**config.mk**
```make
export PLATFORM = sky130hd
export DESIGN_NAME = pwm_dma_arbiter
export DESIGN_NICKNAME = d
export VERILOG_FILES = /design/src/rtl/pwm_dma_arbiter.sv
export SDC_FILE = /design/constraint.sdc
export NUM_CORES = 1
export LEC_CHECK = 0
export ABC_AREA = 0
export BUFFER_PORTS_ARGS = -buffer_cell sky130_fd_sc_hd__clkbuf_2
export CAP_MARGIN = 5
export CORE_MARGIN = 2
export CORE_UTILIZATION = 39
export DETAILED_ROUTE_END_ITERATION = 10
export GPL_ROUTABILITY_DRIVEN = 1
export GPL_TIMING_DRIVEN = 0
export PLACE_DENSITY = 0.86
export SLEW_MARGIN = 40
export SYNTH_ARGS = -nofsm -noshare
export SYNTH_HDL_FRONTEND = slang
export SYNTH_SLANG_ARGS = --single-unit
```
**constraint.sdc**
```tcl
create_clock -name clk -period 3.04 [get_ports clk]
set_input_delay 0.304 -clock clk [delete_from_list [all_inputs] [get_ports clk]]
set_output_delay 0.304 -clock clk [all_outputs]
set_load 0.005 [all_outputs]
```
**src/rtl/pwm_dma_arbiter.sv**
```systemverilog
// pwm_dma_arbiter: shares one single-transaction PWM audio DMA port among NUM_REQ requesters.
// Define PWM_DMA_ARB_RR_EN for round-robin arbitration; otherwise fixed priority (lowest index wins).
module pwm_dma_arbiter #(
   parameter int NUM_REQ = 2
) (
   input  logic                  clk,
   input  logic                  rst,
   input  logic [NUM_REQ-1:0]    req_read,
   input  logic [NUM_REQ-1:0]    req_write,
   input  logic [32*NUM_REQ-1:0] req_addr,
   input  logic [32*NUM_REQ-1:0] req_writedata,
   output logic [31:0]           req_readdata,
   output logic [NUM_REQ-1:0]    req_rdy,
   output logic [31:0]           dma_addr,
   output logic                  dma_read,
   output logic                  dma_write,
   output logic [31:0]           dma_writedata,
   input  logic [31:0]           dma_readdata,
   input  logic                  dma_rdy,
   output logic [1:0]            grant,
   output logic                  busy
);
   typedef enum logic [1:0] {IDLE, ISSUE, WAIT, DONE} state_t;
   state_t state, state_nx;
   logic [NUM_REQ-1:0] active;
   logic [1:0] win, win_lo, win_hi;
   logic hi_ok, op_write, sel_write;
   logic [31:0] sel_addr, sel_wdata;
   int base;
   assign active = req_read | req_write;
`ifdef PWM_DMA_ARB_RR_EN
   logic [1:0] ptr;
   assign base = int'(ptr);
   always_ff @(posedge clk or posedge rst)
      if (rst) ptr <= '0;
      else if (state == DONE) ptr <= (int'(grant) == NUM_REQ-1) ? 2'd0 : grant + 2'd1;
`else
   assign base = 0;
`endif
   // Lowest active index at or above base wins; if none, wrap to the lowest active index.
   always_comb begin
      win_lo = '0;
      win_hi = '0;
      hi_ok = 1'b0;
      sel_addr = '0;
      sel_wdata = '0;
      sel_write = 1'b0;
      for (int k = NUM_REQ-1; k >= 0; k--)
         if (active[k]) begin
            win_lo = 2'(k);
            if (k >= base) begin
               win_hi = 2'(k);
               hi_ok = 1'b1;
            end
         end
      win = hi_ok ? win_hi : win_lo;
      for (int k = 0; k < NUM_REQ; k++)
         if (win == 2'(k)) begin
            sel_addr = req_addr[32*k +: 32];
            sel_wdata = req_writedata[32*k +: 32];
            sel_write = ~req_read[k];
         end
   end
   always_ff @(posedge clk or posedge rst)
      if (rst) begin
         state <= IDLE;
         grant <= '0;
         dma_addr <= '0;
         dma_writedata <= '0;
         op_write <= 1'b0;
         req_readdata <= '0;
      end else begin
         state <= state_nx;
         if (state == IDLE && |active) begin
            grant <= win;
            dma_addr <= sel_addr;
            dma_writedata <= sel_wdata;
            op_write <= sel_write;
         end
         if (state == WAIT && dma_rdy) req_readdata <= op_write ? '0 : dma_readdata;
      end
   always_comb begin
      state_nx = (state == IDLE)  ? (|active ? ISSUE : IDLE) :
                 (state == ISSUE) ? WAIT :
                 (state == WAIT)  ? (dma_rdy ? DONE : WAIT) : IDLE;
      dma_read = (state == ISSUE) && !op_write;
      dma_write = (state == ISSUE) && op_write;
      busy = (state != IDLE);
      for (int k = 0; k < NUM_REQ; k++) req_rdy[k] = (state == DONE) && (grant == 2'(k));
   end
endmodule

```
# Word level (Yosys, flattened, before mapping)
# Cells that the tools add are included.
word_totals:
  register_bits: 101
  input_bits: 167
  output_inout_bits: 103
  word_cells: 40
classes:
  eq_ne: 5
  mux: 14
  bitwise: 3
  n_reduce_logical: 12
op_table:
  columns: ["operator", "n"]
  rows:
  - ["$mux 32", 5]
  - ["$eq 2x1->1 const B", 3]
  - ["$logic_and 1x1->1", 6]
  - ["$logic_not 2->1", 3]
  - ["$mux 1", 6]
  - ["$mux 2", 3]
  - ["$eq 2x2->1 const B", 2]
  - ["$not 1->1", 2]
  - ["$or 2x2->2", 1]
  - ["$reduce_bool 2->1", 1]
  - ["$reduce_or 2->1", 1]
  - ["$logic_not 1->1", 1]

# Longest topological paths before layout
depth:
  depth_word: 6
  depth_mapped: 7
  depth_no_buf: 5

# Worst setup path before layout
# OpenSTA, ideal clock, no wires.
synth_path:
  kind: "register to register"
  start: "register state[0]"
  end: "register dma_writedata[14]"
  setup_ps: 123
  t_arrival_ps: 1387
  required_ps: 2917
  setup_slack_ps: 1530
  path_stages_with_launch: 7
  n_path_buf: 1
  period_less_slack_ps: 1510
  cell_sequence: "dfrtp_1 > inv_1 > ha_1 > o21a_1 > nand2_1 > buf_2 > o221a_2"
synth_via:
  elab_chain_len: 2
synth_rtl:
  columns: ["item", "line", "rtl"]
  rows:
  - ["start, declared", "24", "state_t state, state_nx;"]
  - ["start signal, assigned", "73", "state <= state_nx;"]
  - ["$logic_not 2->1", "74", "if (state == IDLE && |active) begin"]
  - ["$logic_and 1x1->1", "74", null]
  - ["end signal, assigned", "77", "dma_writedata <= sel_wdata;"]
  - ["end, declared", "17", "output logic [31:0] dma_writedata,"]
# Every way passes these cells.
# A chain may end at the register's enable or synchronous reset.

# Final worst setup path
layout_path:
  start: "register state[0]"
  end: "register dma_addr[25]"
layout_via:
  elab_chain_len: 2
layout_rtl:
  columns: ["item", "line", "rtl"]
  rows:
  - ["$logic_not 2->1", "74", null]
  - ["$logic_and 1x1->1", "74", null]
  - ["end signal, assigned", "76", "dma_addr <= sel_addr;"]
  - ["end, declared", "14", "output logic [31:0] dma_addr,"]
# Every way passes these cells.

==> results by group <==
Status
  – Status: complete, no violations

Synthesis
  – Largest family of logic cells by synthesized area: compound AO/OA/AOI/OAI gates
  – Synth Register Bits: 100
  – Sequential area share after synthesis: 55.9%
  – Gate Count Post-Synth: 381
  – Simple-gate share of the synthesized area: between 10% and 20%
  – XOR/XNOR Fraction of Synth Area: 0%
  – Net Count, Synth: 552
  – Cell area after synthesis: 4480 sq um
  – Yosys warning count: 0
  – Yosys cell types: 21
  – Syn Area/Cell: 11.8 sq um
  – Synth Area in Compound Gates: 21.0%
  – Synth Area in Adders: 1.12%
  – Multiplexer share of the synthesized area: 0%

Power and ir drop
  – Peak supply drop: 489 uV
  – Seq pwr share: between 30 and 40%
  – Part of the power in the clock network: approximately 18%
  – PwrDens: about 1000 nW/um^2
  – Power Internal: ~4.2 mW
  – P_sw: 2.16 mW
  – Net Sw Frac: 33.8%
  – Comb power frac: 45.7%
  – Static Leak: 3.15 nW

GRT
  – Vias in the first global route: 4228
  – Gr usage total: 22.0%
  – Grt ovf: 0
  – Largest net degree at the start of global routing: 57
  – Initial antenna violation count: 0
  – Global-route wire length before repair: 21.6 mm

Setup path
  – Worst Setup Path Type: flip-flop to flip-flop
  – Critical Path Start Type: flip-flop
  – Worst EP arrival: approximately 2.1 ns
  – Max FO, Critical Path: 10
  – CP Data Required Time: ~3.3 ns
  – CP endpoint kind: flip-flop

Placed design
  – Port-buffer cells: around 270
  – Worst slack, placed: 1.11 ns
  – HPWL after DPL: ~10 mm
  – GPL Wtd Cong: 0.917
  – Placement Cell Area: slightly above 6000 sq um

Final layout
  – Core Util, Final: 55.9%
  – Layout Nets: between 800 and 900
  – Ant diodes: 0
  – Area Growth Syn to Fin: 41.3%
  – Post-route cell area: around 6300 sq um
  – # fillers: slightly below 1000
  – Fraction of layout cells with a size suffix above 1: 55.1%

Clock network
  – Number of H-tree branching levels: 3
  – Max Root-Sink Buffers: 2
  – Clock sink count: 100
  – CTS tree: done
  – Clk_lat worst skew: 0.35 ns
  – TritonCTS Buffers: 9
  – Worst-path clk slew: 0.06 ns
  – Root buf cell: clkbuf_16

Floorplan
  – Initial core utilization: 39.6%
  – Chip height: 111 microns
  – # IOs: 270
  – Site Rows: 39
  – Die span in x: 111 microns
  – Total die area: 12400 sq um
  – Core area: roughly 11000 sq um

Timing
  – FMAX: 525 MHz
  – Final setup viols: 0
  – Final Hold Viols: 0
  – Skew final: 0.00545 ns
  – Final setup TNS: 0 ns
  – Fin crit share: 62.6%
  – Fin worst setup slack: 1.14 ns
  – Clock period minus worst slack: 1.90 ns
  – RSZ-0062 raised after global routing: false
  – Final-report max-slew violation count: 0

Worst hold path
  – Hold crit path type: input port to flip-flop

Drt
  – Iteration-0 DRC Markers: between 200 and 300
  – Vias: 4144
  – Drt via density: 5.12
  – Total wire length: 13.4 mm
  – Drt drc: 0
  – Antenna Nets Post-Route: 0
  – Post-detailed-route wirelength per cell: roughly 17 microns
  – Pre-antenna DRT Iters: 4

Job
  – Max Cap Violations: 0
worst max-delay path, cell delays in order, from the launching register on:
cell	delay, ns
dfrtp_1	0.41
inv_1	0.09
ha_1	0.25
o21a_1	0.17
nand2_1	0.29
buf_2	0.31
o221a_2	0.27
registers in the layout, summed over array words and instances (netlist names):
name / flops
dma_addr: 32
req_readdata: 32
op_write: 1
state: 2
grant: 1
dma_writedata: 32
through the flow:
step / total power [mW] / hold WS, ns / cells
after CTS: 6.44 / 0.176 / 809
final: 6.38 / 0.188 / 809
after floorplan: 4.03 / 0.452 / 381
after detailed placement: 5.28 / 0.320 / 793
after global routing: 6.83 / 0.193 / 809
after global placement: 5.14 / 0.463 / 792
power groups by stage:
stage               logic (mW)  registers [mW]  clock network [mW]
floorplan                 1.69            2.34                   0
CTS                       2.96            2.33                1.16
global route              3.22            2.41                1.21
finish                    2.92            2.33                1.13
detailed placement        2.95            2.33                   0
global placement          2.83            2.31                   0
final timing paths:
check	from	to	slack [ns]	cells after the start
max in group asynchronous	rst	dma_writedata[18]$_DFFE_PP0P_	1.97	4
worst max register to register	state[0]$_DFF_PP0_	dma_addr[25]$_DFFE_PP0P_	1.14	6
min in group asynchronous	rst	dma_addr[15]$_DFFE_PP0P_	0.50	3
worst max-delay path	state[0]$_DFF_PP0_	dma_addr[25]$_DFFE_PP0P_	1.14	6
worst min register to register	req_readdata[0]$_DFFE_PP0P_	req_readdata[0]$_DFFE_PP0P_	0.48	2
worst min-delay path	dma_readdata[0]	req_readdata[0]$_DFFE_PP0P_	0.19	3
cells in the final DEF, fill, tap and decap left out, types with 2 or more instances in the layout:
cell type / count
nor2_1: 3
o21ai_0: 33
nand2_1: 34
nor2b_1: 2
clkbuf_1: 14
inv_1: 4
and2_1: 2
nand2b_1: 96
buf_2: 13
o221a_2: 64
dfrtp_1: 100
ha_1: 4
clkbuf_2: 268
buf_8: 5
o21a_1: 2
clkbuf_16: 9
what timing repair did:
action                                  CTS  global route
buffers inserted                          0             0
gates resized for setup                   0             0
hold buffers                              1             0
endpoints found under the hold margin    44             0
endpoints found under the setup margin    0             0
cells in the mapped netlist:
cell type / n / area share, %
ha_1: 4 / 1.1
o21ai_0: 33 / 3.7
conb_1: 1 / 0.084
o31ai_1: 1 / 0.17
o22a_1: 1 / 0.20
dfrtp_1: 100 / 56
o41ai_2: 1 / 0.36
and2_1: 2 / 0.28
inv_1: 5 / 0.42
buf_8: 5 / 1.7
nor2b_1: 2 / 0.28
buf_2: 13 / 1.5
nand2_1: 34 / 2.8
buf_6: 1 / 0.25
a21oi_1: 1 / 0.11
nand2b_1: 96 / 13
clkbuf_1: 11 / 0.92
nor2_1: 3 / 0.25
buf_4: 1 / 0.17
o221a_2: 64 / 16
o21a_1: 2 / 0.34
final cells by class:
type	instances	area, sq um	area share, %
inverters	5	26.3	0.415
flip-flops and latches	100	2500	39.5
clock buffers	13	250	3.95
clock inverters	2	35.0	0.554
well taps	143	179	2.83
repair buffers	270	1380	21.8
multi-input cells	245	1760	27.8
plain buffers	31	200	3.16
cell families after synthesis:
family          count (synthesis)
simple gates                  137
compound gates                103
flops                         100
buf+inv                        36
fa+ha+maj                       4
other cells                     1
metal layers:
| metal | vias up | wire length, microns | GRT usage (%) |
|---|---|---|---|
| met5 | - | 0 | 0 |
| met4 | 0 | 289 | 8.97 |
| met3 | 20 | 940 | 4.70 |
| met2 | 206 | 6760 | 37.5 |
| met1 | 1999 | 5420 | 27.2 |
| li1 | 1919 | - | - |
Power figures use the tool's default switching activity.
